<file path="config.mk">
export PLATFORM = sky130hd
export DESIGN_NAME = ddr_test_regs_n
export DESIGN_NICKNAME = d
export VERILOG_FILES = /design/src/rtl/ddr_reg_pkg.sv /design/src/rtl/ddr_reg_chan.sv /design/src/rtl/ddr_test_regs_n.sv
export SDC_FILE = /design/constraint.sdc
export NUM_CORES = 1
export LEC_CHECK = 0
export CORE_AREA = 3 3 242 244
export CTS_BUF_LIST = sky130_fd_sc_hd__clkbuf_4 sky130_fd_sc_hd__clkbuf_8
export CTS_CLUSTER_SIZE = 8
export DETAILED_ROUTE_END_ITERATION = 12
export DIE_AREA = 0 0 245 247
export GPL_TIMING_DRIVEN = 0
export PLACE_DENSITY_LB_ADDON = 0.05
export SYNTH_ARGS = -nofsm -noshare
export SYNTH_HDL_FRONTEND = slang
export SYNTH_SLANG_ARGS = --single-unit
</file>
<file path="constraint.sdc">
create_clock -name CLK -period 2.77 [get_ports CLK]
set_input_delay 0.4155 -clock CLK [delete_from_list [all_inputs] [get_ports CLK]]
set_output_delay 0.4155 -clock CLK [all_outputs]
set_load 0.03 [all_outputs]
</file>
<file path="src/rtl/ddr_reg_pkg.sv">
// ddr_reg_pkg: shared constants and types for the DDR test register file.
//   - Word offsets of the global registers and of the channel-relative
//     registers (channel c window starts at word CH_STRIDE*(c+1)).
//   - CTRL bit positions and the packed ctrl_t readback layout.
//   - Default VERSION value.
package ddr_reg_pkg;

    localparam logic [31:0] DEF_VERSION = 32'h2022_0101;

    // Global words
    localparam int REG_VERSION  = 0;
    localparam int REG_STATUS   = 1;
    localparam int REG_IRQ_STAT = 2;
    localparam int REG_IRQ_EN   = 3;

    // Channel windows
    localparam int CH_STRIDE = 8;
    localparam int CH_SHIFT  = $clog2(CH_STRIDE);

    localparam logic [2:0] CH_CTRL   = 3'd0;
    localparam logic [2:0] CH_SIZE   = 3'd1;
    localparam logic [2:0] CH_ADDR   = 3'd2;
    localparam logic [2:0] CH_WTIME  = 3'd3;
    localparam logic [2:0] CH_RTIME  = 3'd4;
    localparam logic [2:0] CH_ERRCNT = 3'd5;

    // CTRL bit positions
    localparam int CTRL_START = 0;
    localparam int CTRL_MODE  = 1;
    localparam int CTRL_ERR   = 8;
    localparam int CTRL_DONE  = 16;

    typedef struct packed {
        logic [14:0] rsv4;
        logic        done;    // [16]
        logic [1:0]  rsv3;
        logic [1:0]  tcase;   // [13:12]
        logic [2:0]  rsv2;
        logic        err;     // [8]
        logic [1:0]  rsv1;
        logic [1:0]  busy;    // [5:4]
        logic [1:0]  rsv0;
        logic        mode;    // [1]
        logic        start;   // [0], always reads 0
    } ctrl_t;

endpackage

</file>
<file path="src/rtl/ddr_reg_chan.sv">
// ddr_reg_chan: register slice for one DDR test channel.
//   clk, rst_n        : clock, synchronous active-low reset
//   wr, woff, wdat    : registered write strobe (already decoded to this
//                       channel), word offset within the window, data
//   rd_off, rdat      : combinational readback of the addressed word
//   busy_in, err_in,
//   case_in           : engine status, sampled one cycle before use
//   wtime, rtime      : engine time counters (read-only, passed through)
//   start, mode,
//   size, addr        : engine controls
//   done_set          : one-cycle pulse when the sampled busy falls to zero
// Optional feature: DDR_REG_ERRCNT_EN adds a saturating error-edge counter.
module ddr_reg_chan
    import ddr_reg_pkg::*;
(
    input  logic        clk,
    input  logic        rst_n,
    input  logic        wr,
    input  logic [2:0]  woff,
    input  logic [31:0] wdat,
    input  logic [2:0]  rd_off,
    input  logic [1:0]  busy_in,
    input  logic        err_in,
    input  logic [1:0]  case_in,
    input  logic [31:0] wtime,
    input  logic [31:0] rtime,
    output logic        start,
    output logic        mode,
    output logic [31:0] size,
    output logic [31:0] addr,
    output logic        done_set,
    output logic [31:0] rdat
);

    logic [1:0]  busy_s, busy_p;
    logic [1:0]  case_s;
    logic        err_s;
    logic        err_flag, done_flag;
    logic        locked;
    logic        wr_ctrl, wr_size, wr_addr;
    logic [31:0] errcnt_rd;
    ctrl_t       ctrl_rd;

    assign wr_ctrl  = wr && (woff == CH_CTRL);
    assign wr_size  = wr && (woff == CH_SIZE);
    assign wr_addr  = wr && (woff == CH_ADDR);
    assign locked   = |busy_s;
    // Busy falling edge; both samples are zero after reset, so a reset never fakes a DONE.
    assign done_set = (|busy_p) && !(|busy_s);

    always_ff @(posedge clk) begin
        if (!rst_n) begin
            busy_s    <= '0;
            busy_p    <= '0;
            case_s    <= '0;
            err_s     <= 1'b0;
            start     <= 1'b0;
            mode      <= 1'b0;
            size      <= '0;
            addr      <= '0;
            err_flag  <= 1'b0;
            done_flag <= 1'b0;
        end else begin
            busy_s <= busy_in;
            busy_p <= busy_s;
            case_s <= case_in;
            err_s  <= err_in;
            start  <= wr_ctrl && wdat[CTRL_START] && !locked;
            if (wr_ctrl && !locked) mode <= wdat[CTRL_MODE];
            if (wr_size && !locked) size <= wdat;
            if (wr_addr && !locked) addr <= wdat;
            // Hardware set takes priority over W1C in the same cycle.
            if (err_s)                          err_flag  <= 1'b1;
            else if (wr_ctrl && wdat[CTRL_ERR]) err_flag  <= 1'b0;
            if (done_set)                        done_flag <= 1'b1;
            else if (wr_ctrl && wdat[CTRL_DONE]) done_flag <= 1'b0;
        end
    end

`ifdef DDR_REG_ERRCNT_EN
    logic        err_p;
    logic [31:0] errcnt;
    always_ff @(posedge clk) begin
        if (!rst_n) begin
            err_p  <= 1'b0;
            errcnt <= '0;
        end else begin
            err_p <= err_s;
            // Any write clears; a coincident increment is lost.
            if (wr && (woff == CH_ERRCNT))
                errcnt <= '0;
            else if (err_s && !err_p && (errcnt != 32'hFFFF_FFFF))
                errcnt <= errcnt + 32'd1;
        end
    end
    assign errcnt_rd = errcnt;
`else
    assign errcnt_rd = '0;
`endif

    always_comb begin
        ctrl_rd       = '0;
        ctrl_rd.mode  = mode;
        ctrl_rd.busy  = busy_s;
        ctrl_rd.err   = err_flag;
        ctrl_rd.tcase = case_s;
        ctrl_rd.done  = done_flag;
        case (rd_off)
            CH_CTRL:   rdat = ctrl_rd;
            CH_SIZE:   rdat = size;
            CH_ADDR:   rdat = addr;
            CH_WTIME:  rdat = wtime;
            CH_RTIME:  rdat = rtime;
            CH_ERRCNT: rdat = errcnt_rd;
            default:   rdat = '0;
        endcase
    end

endmodule

</file>
<file path="src/rtl/ddr_test_regs_n.sv">
// ddr_test_regs_n: host register file controlling NCH DDR test engines.
//   CLK, RST_N              : clock, synchronous active-low reset
//   REG_WREN/WADR/WDAT      : write port, one word per cycle, applied 2 cycles later
//   REG_RDEN/RADR           : read request (rising edge of RDEN starts a read)
//   REG_RDAT/RVLD           : read data, valid with a one-cycle RVLD 3 cycles later
//   DDR_INIT_DONE           : calibration status, readable at word 1
//   TEST_*                  : per-channel engine controls and status
//   IRQ                     : level interrupt, |(IRQ_STAT & IRQ_EN)
// Optional feature: DDR_REG_ERRCNT_EN (per-channel error counter at +5).
module ddr_test_regs_n
    import ddr_reg_pkg::*;
#(
    parameter int          NCH     = 4,
    parameter int          AW      = 8,
    parameter logic [31:0] VERSION = DEF_VERSION
) (
    input  logic                CLK,
    input  logic                RST_N,
    input  logic                REG_WREN,
    input  logic [AW-1:0]       REG_WADR,
    input  logic [31:0]         REG_WDAT,
    input  logic                REG_RDEN,
    input  logic [AW-1:0]       REG_RADR,
    output logic [31:0]         REG_RDAT,
    output logic                REG_RVLD,
    input  logic [NCH-1:0]      DDR_INIT_DONE,
    output logic [NCH-1:0]      TEST_START,
    output logic [NCH-1:0]      TEST_MODE,
    output logic [32*NCH-1:0]   TEST_SIZE,
    output logic [32*NCH-1:0]   TEST_ADDR,
    input  logic [2*NCH-1:0]    TEST_BUSY,
    input  logic [NCH-1:0]      TEST_ERR,
    input  logic [2*NCH-1:0]    TEST_CASE,
    input  logic [32*NCH-1:0]   TEST_WTIME,
    input  logic [32*NCH-1:0]   TEST_RTIME,
    output logic                IRQ
);

    localparam int WW = AW - 2;

    logic                  w_en;
    logic [WW-1:0]         w_word;
    logic [31:0]           w_dat;
    logic [WW-1:0]         rd_word;
    logic [NCH-1:0]        irq_stat, irq_en, done_set;
    logic [NCH-1:0][31:0]  ch_rdat;
    logic [31:0]           rd_data, rd_d0, rd_d1;
    logic                  rden_q, rd_start;
    logic [2:0]            vld_pipe;
    logic                  unused_bits;

    assign rd_word     = REG_RADR[AW-1:2];
    assign unused_bits = ^{REG_WADR[1:0], REG_RADR[1:0]};

    // Write port registration.
    always_ff @(posedge CLK) begin
        if (!RST_N) begin
            w_en   <= 1'b0;
            w_word <= '0;
            w_dat  <= '0;
        end else begin
            w_en   <= REG_WREN;
            w_word <= REG_WADR[AW-1:2];
            w_dat  <= REG_WDAT;
        end
    end

    // Global registers and interrupt.
    always_ff @(posedge CLK) begin
        if (!RST_N) begin
            irq_stat <= '0;
            irq_en   <= '0;
            IRQ      <= 1'b0;
        end else begin
            if (w_en && (w_word == WW'(REG_IRQ_STAT)))
                irq_stat <= (irq_stat & ~w_dat[NCH-1:0]) | done_set;
            else
                irq_stat <= irq_stat | done_set;
            if (w_en && (w_word == WW'(REG_IRQ_EN)))
                irq_en <= w_dat[NCH-1:0];
            IRQ <= |(irq_stat & irq_en);
        end
    end

    for (genvar c = 0; c < NCH; c++) begin : g_ch
        ddr_reg_chan u_chan (
            .clk      (CLK),
            .rst_n    (RST_N),
            .wr       (w_en && (w_word[WW-1:CH_SHIFT] == (WW-CH_SHIFT)'(c + 1))),
            .woff     (w_word[CH_SHIFT-1:0]),
            .wdat     (w_dat),
            .rd_off   (rd_word[CH_SHIFT-1:0]),
            .busy_in  (TEST_BUSY[2*c +: 2]),
            .err_in   (TEST_ERR[c]),
            .case_in  (TEST_CASE[2*c +: 2]),
            .wtime    (TEST_WTIME[32*c +: 32]),
            .rtime    (TEST_RTIME[32*c +: 32]),
            .start    (TEST_START[c]),
            .mode     (TEST_MODE[c]),
            .size     (TEST_SIZE[32*c +: 32]),
            .addr     (TEST_ADDR[32*c +: 32]),
            .done_set (done_set[c]),
            .rdat     (ch_rdat[c])
        );
    end

    // Read decode: anything not matched (words 4..7, missing channels) reads 0.
    always_comb begin
        rd_data = '0;
        if (rd_word == WW'(REG_VERSION))  rd_data = VERSION;
        if (rd_word == WW'(REG_STATUS))   rd_data = 32'(DDR_INIT_DONE);
        if (rd_word == WW'(REG_IRQ_STAT)) rd_data = 32'(irq_stat);
        if (rd_word == WW'(REG_IRQ_EN))   rd_data = 32'(irq_en);
        for (int c = 0; c < NCH; c++)
            if (rd_word[WW-1:CH_SHIFT] == (WW-CH_SHIFT)'(c + 1)) rd_data = ch_rdat[c];
    end

    // Read pipeline: capture on the RDEN rise, present 3 cycles later.
    assign rd_start = REG_RDEN && !rden_q;
    assign REG_RVLD = vld_pipe[2];

    always_ff @(posedge CLK) begin
        if (!RST_N) begin
            // Track the live level so a read held across reset does not retrigger.
            rden_q   <= REG_RDEN;
            vld_pipe <= '0;
            rd_d0    <= '0;
            rd_d1    <= '0;
            REG_RDAT <= '0;
        end else begin
            rden_q   <= REG_RDEN;
            vld_pipe <= {vld_pipe[1:0], rd_start};
            if (rd_start)    rd_d0    <= rd_data;
            if (vld_pipe[0]) rd_d1    <= rd_d0;
            if (vld_pipe[1]) REG_RDAT <= rd_d1;
        end
    end

endmodule

</file>
# Yosys cells after proc, flatten, opt, wreduce, memory -nomap -nowiden
# Cells that the tools add are included.
# totals
regBits	448
input_bits	332
output_inout_bits	298
# classes
eq_ne	19
muxes	29
bitwise_logic	5
reduce_logical	76
# op_table
operator	n
$pmux W32 S5	4
$mux W32	7
$logic_and A1 B1 Y1	51
$mux W30	1
$eq A6 B2 Y1 const B	4
$eq A3 B2 Y1 const B	7
$mux W1	16
$reduce_bool A2 Y1	8
$reduce_or A2 Y1	8
$eq A3 B1 Y1 const B	4
$eq A3 B3 Y1 const B	3
$and A4 B4 Y4	2
$or A4 B4 Y4	2
$eq A6 B1 Y1 const B	1
$logic_not A3 Y1	2
$logic_not A6 Y1	1
$logic_not A1 Y1	5
$mux W4	1
$not A4 Y4	1
$reduce_or A4 Y1	1

# Longest topological paths before layout
# logic_depth
word_depth	9
mapped_depth	8

# Hierarchy
# Synthesis repeated with hierarchy kept, for this count alone.
# hier_totals
cells_unflattened	2245
area_unflattened_um2	21453.1
# by_module_without_submodules
mod	instances	cells_each	area_per_inst_um2	seq_area_each_um2
ddr_reg_chan	4	411	3821.2	1501.4
ddr_test_regs_n	1	601	6168.4	2962.8

# Worst setup path before layout
# Ideal clock, no wire load.
# synth_timing
kind	input to register
from	input REG_RADR[3]
to	register rd_d0[2]
setup_ps	130
arrival_ps	1722
required_time_ps	2640
slack_ps	918
stages	7
path_cell_list	buf_2 > buf_6 > buf_2 > mux2_2 > a22o_1 > a221oi_1 > a21oi_1
# synth_via
elab_chain_len	8
elab_cells_between_ends	19
classes_between	eq/ne: 7; mux: 11; reduce/logical: 1
# synth_lines
item	line_no	source
start: declaration	ddr_test_regs_n.sv:23	input logic [AW-1:0] REG_RADR,
$eq A6 B1 Y1	ddr_test_regs_n.sv:111	if (rd_word == WW'(REG_STATUS)) rd_data = 32'(DDR_INIT_DONE);
$mux W32	ddr_test_regs_n.sv:111	
$mux W32	ddr_test_regs_n.sv:112	if (rd_word == WW'(REG_IRQ_STAT)) rd_data = 32'(irq_stat);
$mux W32	ddr_test_regs_n.sv:113	if (rd_word == WW'(REG_IRQ_EN)) rd_data = 32'(irq_en);
$mux W32 (3 in series)	ddr_test_regs_n.sv:115	if (rd_word[WW-1:CH_SHIFT] == (WW-CH_SHIFT)'(c + 1)) rd_data = ch_rdat[c];
$mux W32 (*)	ddr_test_regs_n.sv:115	
end signal: assignment	ddr_test_regs_n.sv:133	if (rd_start) rd_d0 <= rd_data;
end: declaration	ddr_test_regs_n.sv:47	logic [31:0] rd_data, rd_d0, rd_d1;
# Mark *: on every way between the ends. The rest lies on a longest branch, timed or not.
# A chain may end at the register's enable or synchronous reset.

# Worst setup path in the final report
# layout_timing
from	input REG_RADR[2]
to	register rd_d0[19]
# Same word-level chain as after synthesis.

==> results.yml <==
status:
  status: "complete, but fails checks"
  violations: "setup timing"
final_layout:
  layout_common_cells: "clkdlybuf4s50_1, nand2_1, dfxtp_1"
  nets: 3453
  fillCellCount: 5418
  ff_latch_area_um2: 8970
  area_growth_pct: 44.2
  utilization: 0.513
  multi_input_area_um2: 9900
  mostFrequentLayoutCell: "clkdlybuf4s50_1"
  fin_cells: 3942
  drive_gt1_frac: 0.104
  design_area_um2: 29000
worst_setup_path:
  cp-start-kind: "primary input"
  worst-path-max-fanout: 10
  crit_end: "rd_d0[19]"
  reg2reg_from: "w_word[1]"
  critPathMaxStageDelay_ns: 0.84
  r2r-end: "g_ch[0].u_chan.addr[29]"
  ff2ff_setup_slack_ns: 0.31
  critical_path.cell_chain: "clkdlybuf4s50_1, buf_4, buf_4, clkdlybuf4s15_1, o21ai_0, a22oi_1, o22ai_1"
  cp-end-kind: "flip-flop"
  arrival_ns: 3.44
  required_ns: 3.30
  crit_start: "REG_RADR[2]"
  worstSetupPathType: "in2reg"
  crit_path_frequent_cell: "buf_4"
  worstRegToRegCells: 5
  slowest_stage: "clkdlybuf4s15_1"
cts:
  cts.sinks: 448
  cts_buffers: 79
  clk_pin_slew_ns: 0.07
  root_buffer: "clkbuf_8"
  cts.path.max_buffers: 3
  h-tree-depth: 3
  clk_latency_ns: 0.71
  post_cts_buffers: 0
  cts_tree: "done"
synth:
  ys.warnings.count: 0
  synth_edf_count: 0
  synth_cell_types: 63
  syn_area_um2: 20100
  syn_area_per_cell_um2: 8.32
  syn_inst: 2416
  ys.flop_type: "dfxtp_1"
  synthArstFlopShare: 0
  ys_seq_area_frac: 0.446
  synth_nets: 2748
  ys_seq_elements: 448
timing:
  rsz0062_at_grt: "no"
  slew_headroom: 0.137
  tightest_slew_ns: 1.30
  holdWs_ns: 0.247
  hold_viol: 0
  setup-violations-final: 26
  period_needed_ns: 2.91
  setup_slack_ns: -0.136
  fmax_mhz: 344
  maxSlewViolCount: 0
  final.setup_skew_ns: 0.0328
  setup_tns_ns: -0.913
  period_share: 1.05
grt:
  grt_antenna_before_repair: 14
  grt_util_met1: 0.514
  top_usage_layer: "met2"
  grt_pass1_wl_mm: 173
  grt_max_degree: 20
  met3_usage: 0.133
  grtUsageTotal: 0.410
  first_global_vias: 22000
  grtUsageMet2: 0.644
  gr-total-overflow: 0
drt:
  drt_pre_antenna_iters: 6
  via_per_inst: 5.88
  wl_per_cell_um: 32.9
  drt_wl_total_mm: 130
  drt_iter0_drc: 2842
  ant_nets: 0
  num_vias: 23200
  remaining_drc_errors: 0
placed_design:
  post-dp-hpwl_mm: 102
  dpl.cell_count: 3796
  place.gp.congestion: 1.01
  numPortBuffers: 624
  place_area_um2: 27300
  pre_cts_ws_ns: -0.746
floorplan:
  die_x_um: 245
  fp.dieH_um: 247
  num_rows: 87
  core-area_um2: 56500
  ioPinCount: 630
  initial_core_util: 0.356
  die_area_um2: 60500
power:
  p_leak_nw: 10.1
  total_power_mw: 15.2
  worst_ir_drop_vdd_v: 0.000323
  cellPowerDensity_nw_per_um2: 523
hold_path:
  hold_depth: 1
  hold_path.class: "in2reg"
job:
  maxCapViolations: 0
==> per-layer routing <==
layer / routed length (um) / share of wire
met5: 63 / 0.00049
met4: 6630 / 0.051
met3: 15400 / 0.12
met2: 57200 / 0.44
met1: 50400 / 0.39
==> Yosys cell counts (4+ instances only) <==
cell       number  area, um^2
nand2_1       570        2140
mux2_2         54         608
o31ai_1         4        30.0
a21oi_1       316        1580
o21a_1          9        67.6
nor4b_1         4        35.0
a31oi_1         4        25.0
buf_1          12        45.0
dfxtp_1       448        8970
nand3b_1       12        90.1
buf_2          68         340
nor2_1        100         375
buf_4          51         383
o21ai_1         8        40.0
nand3_1        10        50.1
o21ai_0        76         380
a22oi_1       159        1190
o22ai_1        61         382
nor3_1          7        35.0
a221oi_1       17         149
mux2i_1       140        1400
clkbuf_1      111         417
a2bb2oi_1      15         131
and2_1         75         469
buf_6           4        45.0
a222oi_1        8        80.1
nor2b_1         9        56.3
a22o_1          8        70.1
==> how the worst min path moves through the flow <==
| stage | slack [ns] | startpoint | end |
|---|---|---|---|
| 2_1_floorplan | 0.41 | g_ch[0].u_chan.err_s | g_ch[0].u_chan.err_flag |
| 3_3_place_gp | 0.44 | g_ch[3].u_chan.err_s | g_ch[3].u_chan.err_flag |
| 3_5_place_dp | 0.45 | g_ch[2].u_chan.err_s | g_ch[2].u_chan.err_flag |
| 4_1_cts | 0.22 | REG_RDEN | rden_q |
| 5_1_grt | 0.24 | REG_RDEN | rden_q |
| 6_report | 0.25 | REG_RDEN | rden_q |
==> flip-flops by register name, indices dropped and copies added, names as in the netlist, 32 cells and up <==
signal	flops
REG_RDAT	32
g_ch.u_chan.addr	128
g_ch.u_chan.size	128
rd_d0	32
rd_d1	32
w_dat	32
==> critical path: cells and delay by family <==
kind	cells	cell delay, ns
AOI/OAI and AO/OA	3	0.95
buffers and inverters	4	2.06
==> cell type report <==
type	count	share of cell area
Multi-Input combinational cell	1719	0.341
Sequential cell	448	0.309
Timing Repair Buffer	625	0.216
Clock buffer	129	0.0548
Buffer	245	0.0427
Tap cell	756	0.0326
Clock inverter	9	0.00237
Antenna cell	8	0.000691
Inverter	3	0.000388
==> cell families (layout without fill, tap and decap cells) <==
logic type | after synthesis | in the layout | share of synthesized area
flops | 448 | 448 | 0.446
compound gates | 704 | 704 | 0.214
buf+inv | 249 | 1011 | 0.0617
other cells | 0 | 8 | 0
mux | 195 | 195 | 0.101
simple gates | 820 | 820 | 0.178
==> repair_timing <==
item / 4_1_cts / 5_1_grt
hold buffers: 0 / 0
resized for setup: 0 / 4
endpoints found under the setup margin: 1 / 3
pin swaps: 0 / 0
==> power breakdown <==
| part | internal, mW | switching, mW |
|---|---|---|
| registers | 6.53 | 0.0712 |
| logic | 0.777 | 1.20 |
| clock network | 3.62 | 2.96 |
(Power assumes the default switching activity.)
